$ cat src/rtl/exp_golomb_pipe_decoder.sv
// Two-stage pipelined Exp-Golomb decoder: S1 registers the window and the
// leading-one position, S2 produces ue/se/te results with valid/ready handshake.
module exp_golomb_pipe_decoder #(
    parameter int WIN_W = 32,
    parameter int VAL_W = WIN_W / 2,
    parameter int LEN_W = 6
) (
    input  logic             clk,
    input  logic             reset,
    input  logic             flush,
    input  logic             in_valid,
    output logic             in_ready,
    input  logic [WIN_W-1:0] BitStream_buffer_output,
    input  logic [1:0]       mode,
    input  logic             te_max1,
    output logic             out_valid,
    input  logic             out_ready,
    output logic [VAL_W-1:0] code_num,
    output logic [VAL_W-1:0] se_value,
    output logic [LEN_W-1:0] code_len,
    output logic             err,
    output logic             err_sticky,
    output logic [15:0]      sym_count
);

    localparam int MAX_LZ = WIN_W / 2 - 1;

    typedef enum logic [1:0] {
        MODE_UE  = 2'b00,
        MODE_SE  = 2'b01,
        MODE_TE  = 2'b10,
        MODE_RSV = 2'b11
    } mode_t;

    logic             s1_valid;
    logic [WIN_W-1:0] s1_win;
    mode_t            s1_mode;
    logic             s1_te1;
    logic [LEN_W-1:0] s1_lz;
    logic             s1_none;

    logic [LEN_W-1:0] lz_found;
    logic             none_found;

    logic             s2_accept;
    logic             accept_in;
    logic             delivered;

    logic [LEN_W-1:0] lz2;
    logic [LEN_W-1:0] shamt;
    logic [VAL_W-1:0] ue_num;
    logic [VAL_W-1:0] half;
    logic [VAL_W-1:0] nxt_num;
    logic [VAL_W-1:0] nxt_se;
    logic [LEN_W-1:0] nxt_len;
    logic             nxt_err;

    // S2 can take a new symbol when empty or when its current one is leaving;
    // S1 can take one when empty or when it is moving into S2.
    assign s2_accept = !out_valid || out_ready;
    assign in_ready  = !s1_valid || s2_accept;
    assign accept_in = in_valid && in_ready && !flush;
    assign delivered = out_valid && out_ready;

    // Priority search for the first 1 from the MSB; the lowest index wins because it is assigned last.
    always_comb begin
        lz_found   = '0;
        none_found = 1'b1;
        for (int i = MAX_LZ; i >= 0; i--) begin
            if (BitStream_buffer_output[WIN_W-1-i]) begin
                lz_found   = LEN_W'(i);
                none_found = 1'b0;
            end
        end
    end

    // Stage 1 register: window, mode and leading-zero count.
    always_ff @(posedge clk or posedge reset) begin
        if (reset) begin
            s1_valid <= 1'b0;
            s1_win   <= '0;
            s1_mode  <= MODE_UE;
            s1_te1   <= 1'b0;
            s1_lz    <= '0;
            s1_none  <= 1'b0;
        end else begin
            if (flush) begin
                s1_valid <= 1'b0;
            end else if (in_ready) begin
                s1_valid <= in_valid;
            end
            if (accept_in) begin
                s1_win  <= BitStream_buffer_output;
                s1_mode <= mode_t'(mode);
                s1_te1  <= te_max1;
                s1_lz   <= lz_found;
                s1_none <= none_found;
            end
        end
    end

    // Stage 2 decode: shifting the window right so the leading one lands at
    // bit LZ gives 2^LZ + INFO, which minus one is codeNum.
    always_comb begin
        lz2     = s1_lz << 1;
        shamt   = LEN_W'(WIN_W - 1) - lz2;
        ue_num  = VAL_W'(s1_win >> shamt) - VAL_W'(1);
        half    = ue_num >> 1;
        nxt_num = ue_num;
        nxt_se  = '0;
        nxt_len = lz2 + LEN_W'(1);
        nxt_err = 1'b0;
        if (s1_mode == MODE_TE && s1_te1) begin
            nxt_num = {{(VAL_W-1){1'b0}}, ~s1_win[WIN_W-1]};
            nxt_len = LEN_W'(1);
        end else if (s1_mode == MODE_RSV || s1_none) begin
            nxt_num = '0;
            nxt_len = '0;
            nxt_err = 1'b1;
        end else if (s1_mode == MODE_SE) begin
            nxt_se = ue_num[0] ? (half + VAL_W'(1)) : (-half);
        end
    end

    // Stage 2 output register; holds steady while the downstream stalls.
    always_ff @(posedge clk or posedge reset) begin
        if (reset) begin
            out_valid <= 1'b0;
            code_num  <= '0;
            se_value  <= '0;
            code_len  <= '0;
            err       <= 1'b0;
        end else if (flush) begin
            out_valid <= 1'b0;
        end else if (s2_accept) begin
            out_valid <= s1_valid;
            if (s1_valid) begin
                code_num <= nxt_num;
                se_value <= nxt_se;
                code_len <= nxt_len;
                err      <= nxt_err;
            end
        end
    end

    // Delivered-symbol counter and sticky error flag; untouched by flush.
    always_ff @(posedge clk or posedge reset) begin
        if (reset) begin
            sym_count  <= '0;
            err_sticky <= 1'b0;
        end else if (delivered) begin
            sym_count <= sym_count + 16'd1;
            if (err) begin
                err_sticky <= 1'b1;
            end
        end
    end

endmodule

$ cat config.mk
export PLATFORM = sky130hd
export DESIGN_NAME = exp_golomb_pipe_decoder
export DESIGN_NICKNAME = d
export VERILOG_FILES = /design/src/rtl/exp_golomb_pipe_decoder.sv
export SDC_FILE = /design/constraint.sdc
export NUM_CORES = 1
export LEC_CHECK = 0
export ABC_AREA = 1
export CAP_MARGIN = 5
export CORE_UTILIZATION = 50
export DETAILED_ROUTE_END_ITERATION = 7
export PLACE_DENSITY = 0.77
export SLEW_MARGIN = 0
export SYNTH_ARGS = -nofsm -noshare
export SYNTH_HDL_FRONTEND = slang
export SYNTH_SLANG_ARGS = --single-unit
$ cat constraint.sdc
create_clock -name clk -period 3.4 [get_ports clk]
set_clock_uncertainty 0.05 [all_clocks]
set_input_delay 0.51 -clock clk [delete_from_list [all_inputs] [get_ports clk]]
set_output_delay 0.51 -clock clk [all_outputs]
set_load 0.01 [all_outputs]
; Yosys cells after proc, flatten, opt, wreduce, memory -nomap -nowiden
; Cells that the tools add are included.
[totals]
reg_bits = 99
out_inout_bits = 58
wordCells = 85
[classes]
shift = 1
bitwise_logic = 2
mux = 46
reduce_logical = 14
add_sub_neg = 6
n_eq_ne = 3
[op_table]
columns = cell, n
row1 = 16-bit 2-to-1 mux, 6
row2 = 5-bit 2-to-1 mux, 14
row3 = 32-bit by 6-bit right shift with 16-bit output, 1
row4 = 1-bit 2-to-1 mux, 22
row5 = "15-bit by 1-bit adder with 16-bit output, second input constant", 1
row6 = "16-bit by 1-bit adder with 16-bit output, second input constant", 1
row7 = 15-bit negation with 16-bit output, 1
row8 = "16-bit by 1-bit subtractor with 16-bit output, second input constant", 1
row9 = 6-bit 2-to-1 mux, 2
row10 = 4-bit 2-to-1 mux, 2
row11 = "6-bit by 1-bit adder with 6-bit output, second input constant", 1
row12 = "5-bit by 6-bit subtractor with 6-bit output, first input constant", 1
row13 = "2-bit == test, second input constant", 2
row14 = 1-bit logical AND, 4
row15 = 2-bit nonzero test, 2
row16 = 1-bit zero test, 3
row17 = 1-bit logical OR, 3
row18 = 3-bit AND reduction, 1
row19 = "2-bit by 1-bit == test with 1-bit output, second input constant", 1
row20 = 1-bit inverter, 2
row21 = 2-bit AND reduction, 1

; Longest topological paths before layout
; Gate-level depths: netlist of run 1.
[logic_depth]
ltp_word = 16
ltp_mapped = 28
depth_no_buf = 25

; Least setup slack after synthesis of run 1
; OpenSTA, ideal clock, no wires.
[synth_timing]
path_kind = register to register
start = reg s1_lz[0]
end = reg se_value[11]
required_time_ps = 3233
setup_slack_ps = 314
synth_period_minus_slack_ps = 3086
arrival_time_ps = 2919
path_stages_with_launch = 24
cell_sequence = dfrtp_1 buf_6 inv_2 buf_6 buf_8 o211ai_2 nand2_1 nand3_2 nand2_4 inv_4 buf_6 clkbuf_1 ha_1 nand3_1 o21ai_0 nand2_2 nor2_1 nand2_1 nor3_1 nand2_1 nand2_1 nand2_1 nand3_1 nand2_1
[synth_between]
elab_chain_len = 8
elab_cells_between_ends = 9
[synth_rtl]
columns = element, line
row1 = start: declaration, 39  ; logic [LEN_W-1:0] s1_lz;
row2 = start signal: assignment, 96  ; s1_lz <= lz_found;
row3 = 5-bit by 6-bit subtractor with 6-bit output (*), 106  ; shamt = LEN_W'(WIN_W - 1) - lz2;
row4 = 32-bit by 6-bit right shift with 16-bit output (*), 107  ; ue_num = VAL_W'(s1_win >> shamt) - VAL_W'(1);
row5 = 16-bit by 1-bit subtractor with 16-bit output (*), 107
row6 = 15-bit negation with 16-bit output or 15-bit by 1-bit adder with 16-bit output (tied branches), 121  ; nxt_se = ue_num[0] ? (half + VAL_W'(1)) : (-half);
row7 = 16-bit 2-to-1 mux (*), 121
row8 = 16-bit 2-to-1 mux (*), 120  ; end else if (s1_mode == MODE_SE) begin
row9 = 16-bit 2-to-1 mux (*), 116  ; end else if (s1_mode == MODE_RSV || s1_none) begin
row10 = 16-bit 2-to-1 mux (*), 113  ; if (s1_mode == MODE_TE && s1_te1) begin
row11 = end signal: assignment, 139  ; se_value <= nxt_se;
row12 = end: declaration, 19  ; output logic [VAL_W-1:0] se_value,
; Every way passes the cells marked *; elsewhere a longest branch is shown, timed or not.
; A chain may end at the register's enable or synchronous reset.

; Final worst setup path of run 1
[layout_timing]
start = reg s1_lz[1]
end = reg se_value[14]
; The elaborated chain is that of the path after synthesis.

==> metrics.md, run 1 <==
| Metric | Value |
|---|---|
| Post-layout min period | 3.125 ns |
| Slowest stage delay, CP | 0.39 ns |
| Relative slew margins | 36.90% |
| Footprint of the multi-input gates | 3387 um2 |
| GP Congestion | 0.8989 |
| Crit path cell chain | clkinv_2 > buf_4 > nand2_1 > nand3_1 > nand2_1 > inv_2 > nand2_2 > inv_1 > ha_1 > nand3_1 > nand2_1 > inv_1 > ha_1 > inv_1 > nor2_2 > nand3_2 > nor2_4 > nand3_1 > nand2_1 > nand2_1 > nand3_1 > nand2_1 |
| Fraction of layout cells with a size suffix above 1 | 10.95% |
| Port Buffer Count | 95 |
| Post-Synth Simple-Gate Area | 42.72% |
| Non-Filler Instances | ~1200 |
| Area Overhead vs Synth | 23.36% |
| Post-Synth Adder-Cell Area | 0.9899% |
| Xor/xnor share of the synthesized area | 1.802% |
| Post-DP HPWL | approximately 12000 um |
| RSZ-0062 raised after global routing | no |
| Worst path slowest cell | dfrtp_1 |
| Synth Warn # | 0 |
| Setup violations, final | 0 |
| CP Class | reg -> reg |
| Post-synthesis mux area share | 0.1782% |
| Status | finished, final reports clean |
| Total negative setup slack | 0 ns |
| Mapped Area | 6320 um2 |
| FF+latch area | between 2000 and 2500 um2 |
| Die area | between 10000 and 15000 um2 |
| TritonCTS clock tree | built |
| Crit-path most repeated cell | nand2_1 |
| WP data arrival | 3.32 ns |
| Total Power | 4.471 mW |
| WP data required | around 3.6 ns |
| Initial Util | 51.97% |
| Clock Tree Root | clkbuf_16 |
| Sequential cell area fraction in the yosys report | 38.01% |
| Initial antenna violation count | 0 |
| Min-Delay Path Class | reg -> reg |
| Post-route cell area | 7796 um2 |
| Pin count of the biggest net entering global routing | 57 |
| Worst Hold Margin | 0.4230 ns |
| First-pass GRT wire length | 26340 um |
| Routed Antenna Nets | 0 |
| Worst Path Max Fanout | 21 |
| Via count | 6142 |
| Remaining Overflow, GRT | 0 |
| DRT iter0 DRCs | 349 |
| Hold buffers post-CTS | 0 |
| Syn_area_per_cell | 6.795 um2 |
| Worst vdd ir | 271.1 uV |
| DR vias/cell | 5.157 |
| Endpoint type of the worst setup path | flip-flop |
| Worst path top cell family by delay | simple AND/OR/NAND/NOR gates |
| Cts bufs inserted | 9 |
| Core area | approximately 12000 um2 |
| H-tree level count | 3 |
| CTS Buffer Depth | 2 |
| Final period util | between 90 and 100% |
| Top-area cell type share of the netlist area | 38.01% |
| Number of global-route vias before repair | about 5800 |
| Gate Count Post-Synth | a little over 900 |
| Leading area contributor after synthesis | dfrtp_1 |
| Synthesized Nets | 975 |
| Routed WL per cell | 12.99 um |
| Final-stage net count | 1063 |
| Power density over cell area | 573.5 nW/um2 |
| Max-slew violations | 0 |
| Drt first pass iters | 5 |
| Drt drc | 0 |
| Ant. Diodes | 0 |
| Worst-margin pin slew | 0.9453 ns |
| #FFs+latches synth | 96 |
| Hold Fails Final Rpt | 0 |
| Post-Route WL | 15480 um |
| Clock tree sinks | 96 |
| Largest family of logic cells by synthesized area | simple AND/OR/NAND/NOR gates |
| Gr usage total | 25.32% |
| Fill cells | 1104 |
| CTS clk-pin slew, worst paths | ~0.070 ns |
| Site row count | 40 |
| Placed cell areas | 7435 um2 |
| Netlist cell types | 42 |
| Synth top area cells | dfrtp_1 38%, nand2_1 21%, nand3_1 9.9% |
| Crit path launch type | flip-flop |
| Area fraction in compound gates after synthesis | under 10% |
| Die width | 114.4 um |
| Placed Instances | 1175 |
| Max-Cap Viols | 0 |
| Die Y | 114.4 um |
| Fmax | 320.0 MHz |
| IO Count | 98 |
| Buffers & Inverters on Critical Path | 6 |
| Later-pin clock latency in the skew report | 0.35 ns |
| Leak Pwr | 3.845 nW |
-- per-stage QoR --
stage,utilization [%],setup slack (ns)
after floorplan,-,0.3136
after global placement,61.13,0.2552
after detailed placement,61.13,0.2060
after CTS,63.85,0.1691
after global routing,64.10,0.01977
final,64.10,0.2749
-- sequential cells by signal (all words and copies together), names as in the netlist --
name,flops
code_len,5
code_num,16
err,1
err_sticky,1
out_valid,1
s1_lz,4
s1_mode,2
s1_none,1
s1_te1,1
s1_valid,1
s1_win,31
se_value,16
sym_count,16
-- layer usage --
metal	GRT usage, %	share of wire [%]	vias up
met4	12.03	2.8	0
met5	0	0	-
li1	-	-	3158
met3	3.123	3.8	31
met2	42.30	47	168
met1	32.73	46	2785
-- area by class of cell --
cell class / instances / area share [%]
clock inverters: 5 / 1.123
multi-input cells: 708 / 43.44
clock buffers: 11 / 3.113
well taps: 168 / 2.696
flip-flops and latches: 96 / 30.83
inverters: 90 / 4.494
repair buffers: 113 / 14.30
-- worst paths after layout --
check | from | to | slack [ns] | depth (start not counted)
max in group asynchronous | reset | s1_valid | 1.99 | 3
min in group asynchronous | reset | s1_te1 | 0.61 | 2
worst max-delay path | s1_lz[1] | se_value[14] | 0.27 | 22
worst max register to register | s1_lz[1] | se_value[14] | 0.27 | 22
worst min register to register | sym_count[15] | sym_count[15] | 0.42 | 1
worst min-delay path | sym_count[15] | sym_count[15] | 0.42 | 1
-- layout by cell type (no fill, tap or decap), types with 9 or more instances in the layout --
cell	instances
clkbuf_16	9
nand3_2	9
nor2_1	42
o21ai_1	12
nor2_2	18
nand2_2	18
xor2_1	9
clkdlybuf4s50_1	95
nand2_1	348
a21oi_1	11
inv_2	9
nand3_1	125
inv_1	76
o21ai_0	57
dfrtp_1	95
buf_4	15
nor3_1	13
-- cell families (layout without fill, tap and decap cells) --
kind of cell | after synthesis | count (layout)
buf+inv | 126 | 219
compound gates | 90 | 90
flops | 96 | 96
other cells | 1 | 1
xor+xnor | 13 | 13
mux | 1 | 1
fa+ha+maj | 5 | 5
simple gates | 598 | 598
-- Yosys cell counts, drive strengths merged --
master    n
nand2   372
nor2     67
buf      20
nand3   134
clkbuf   16
nand4     7
o21a      1
ha        5
a31o      1
a21oi    11
inv      89
xor2      9
mux2      1
a22o      1
nor3     14
o211ai    2
or2       1
o311ai    1
clkinv    1
nor4      2
nand3b    1
xnor2     4
dfrtp    96
a311oi    1
o21ai    71
conb      1
a32o      1
-- power by group --
| part | leakage (nW) | switching (mW) | internal [mW] | total (mW) |
|---|---|---|---|---|
| clock network | 0.158 | 0.456 | 0.673 | 1.13 |
| logic | 2.46 | 1.09 | 0.757 | 1.85 |
| registers | 1.23 | 0.152 | 1.35 | 1.50 |
-- timing repair --
action,4_1_cts,5_1_grt
buffers inserted,0,0
resized for setup,0,13
setup endpoints to repair,0,10
endpoints found under the hold margin,0,0
Power figures use the tool's default switching activity.
==> run 2: changes to the inputs <==
==> constraint.sdc (replaced) <==
create_clock -name clk -period 3.4 [get_ports clk]
set_clock_uncertainty 0.05 [all_clocks]
set_input_delay 0.34 -clock clk [delete_from_list [all_inputs] [get_ports clk]]
set_output_delay 0.34 -clock clk [all_outputs]
set_load 0.01 [all_outputs]
==> metrics.md, run 2 (synthesis results as in run 1) <==
| Metric | Value |
|---|---|
| Status | finished, final reports clean |
| Drt first pass iters | 5 |
| Initial Util | 51.97% |
| Final-stage net count | 1064 |
| Leak Pwr | between 3 and 4 nW |
| Post-Route WL | 15600 um |
| Fill cells | 1135 |
| CTS clk-pin slew, worst paths | 0.07 ns |
| Area Overhead vs Synth | 23.22% |
| Post-route cell area | 7787 um2 |
| CP Class | reg -> reg |
| Max-slew violations | 0 |
| Endpoint type of the worst setup path | flip-flop |
| GP Congestion | a little over 0.9 |
| Via count | 6210 |
| Fraction of layout cells with a size suffix above 1 | 10.94% |
| TritonCTS clock tree | built |
| Remaining Overflow, GRT | 0 |
| # Post-CTS Setup Buffers | 0 |
| Routed WL per cell | ~13 um |
| CTS Buffer Depth | 2 |
| Max FFs per register | 31 |
| Commonest non-fill, non-tap cell in the layout | nand2_1 |
| Ant. Diodes | 0 |
| Die area | between 10000 and 15000 um2 |
| Port Buffer Count | 95 |
| Core area | 12160 um2 |
| Reg with most FFs | s1_win |
| Site row count | 40 |
| RSZ-0062 raised after global routing | no |
| Initial antenna violation count | 0 |
| Final period util | about nine tenths |
| Hold buffers post-CTS | 0 |
| Later-pin clock latency in the skew report | approximately 0.36 ns |
| H-tree level count | 3 |
| WP data arrival | approximately 3.3 ns |
| Relative slew margins | 38.65% |
| Power density over cell area | roughly 570 nW/um2 |
| Die Y | 114.4 um |
| First-pass GRT wire length | 26980 um |
| Gr usage total | approximately a quarter |
| Pin count of the biggest net entering global routing | 55 |
| Post-layout min period | 3.087 ns |
| Crit path launch type | flip-flop |
| Cts bufs inserted | 9 |
| Worst-margin pin slew | around 0.92 ns |
| Placed cell areas | 7462 um2 |
| Max-Cap Viols | 0 |
| Clock tree sinks | 96 |
| Drt drc | 0 |
| Fmax | 324.0 MHz |
| WP data required | between 3 and 4 ns |
| Worst Path Max Fanout | 24 |
| Total Power | 4.415 mW |
| IO Count | about 100 |
| Min-Delay Path Class | reg -> reg |
| DRT iter0 DRCs | between 300 and 400 |
| DR vias/cell | 5.210 |
| Clock Tree Root | clkbuf_16 |
| Post-DP HPWL | 11800 um |
| Setup violations, final | 0 |
| Total negative setup slack | 0 ns |
| Routed Antenna Nets | 0 |
| Worst vdd ir | 236.5 uV |
| Hold Fails Final Rpt | 0 |
| Number of global-route vias before repair | 5798 |
| Most frequent cells in the layout | 348 x nand2_1, 125 x nand3_1, 95 x dfrtp_1, 95 x clkdlybuf4s50_1, 76 x inv_1 |
| Die width | ~110 um |
-- run 2: critical path: stages, from the launching register on --
cell and delay [ns]:
dfrtp_2 0.45, inv_6 0.17, buf_4 0.21, nand2_2 0.08, nand3_2 0.08, nand3_1 0.08, nand2_1 0.09, inv_2 0.04
nand2_2 0.09, inv_1 0.06, ha_1 0.21, nand3_1 0.14, nand2_1 0.09, inv_1 0.11, ha_1 0.17, inv_1 0.05
nor2_2 0.15, nand3_2 0.12, nor2_4 0.14, nand3_1 0.11, nand2_1 0.09, nand2_1 0.05, nand3_1 0.08, nand2_1 0.05
-- run 2: where the power goes --
group	total, mW	leakage (nW)	switching (mW)	internal [mW]
Clock	1.07	0.151	0.483	0.587
Combinational	1.84	2.47	1.09	0.757
Sequential	1.50	1.23	0.156	1.35
-- run 2: final cells by class --
cell class | count | area [um2] | share of cell area [%]
clock buffer | 9 | 225.2 | 2.892
timing repair buffer | 114 | 1119 | 14.36
clock inverter | 7 | 91.34 | 1.173
multi-input combinational | 708 | 3387 | 43.49
sequential | 96 | 2404 | 30.86
inverter | 90 | 351.6 | 4.515
tap | 168 | 210.2 | 2.699
-- run 2: path summary, 6_finish.rpt --
| check | slack [ns] | from | cells past startpoint | to |
|---|---|---|---|---|
| min in group asynchronous | 0.43 | reset | 2 | s1_te1 |
| max in group asynchronous | 2.16 | reset | 3 | code_num[9] |
| worst min register to register | 0.42 | sym_count[15] | 1 | sym_count[15] |
| worst max register to register | 0.31 | s1_lz[0] | 23 | se_value[14] |
| worst max-delay path | 0.31 | s1_lz[0] | 23 | se_value[14] |
| worst min-delay path | 0.42 | sym_count[15] | 1 | sym_count[15] |
-- run 2: through the flow --
stage	std cells	setup WS, ns	hold slack (ns)	util [%]
4_1_cts	1193	0.1954	0.4303	63.96
3_3_place_gp	1177	0.3026	0.4042	61.36
2_1_floorplan	930	0.3136	0.3531	-
5_1_grt	1192	0.01664	0.4412	64.03
3_5_place_dp	1177	0.2028	0.4153	61.36
6_report	1192	0.3132	0.4217	64.03
-- run 2: routing by layer --
layer,GRT usage [%],routed length (um),share of wire (%)
met5,0,0,0
met4,8.745,281,1.8
met3,3.494,686,4.4
met2,44.40,7611,49
met1,33.61,7024,45
-- run 2: timing repair --
action	CTS	global route
setup endpoints to repair	0	10
resized for setup	0	7
hold endpoints to repair	0	0
==> run 3: changes to the inputs <==
Settings changed: CAP_MARGIN 5 to 0.
==> results of run 3 <==
Final layout, timing and power as in run 2 (identical DEF).
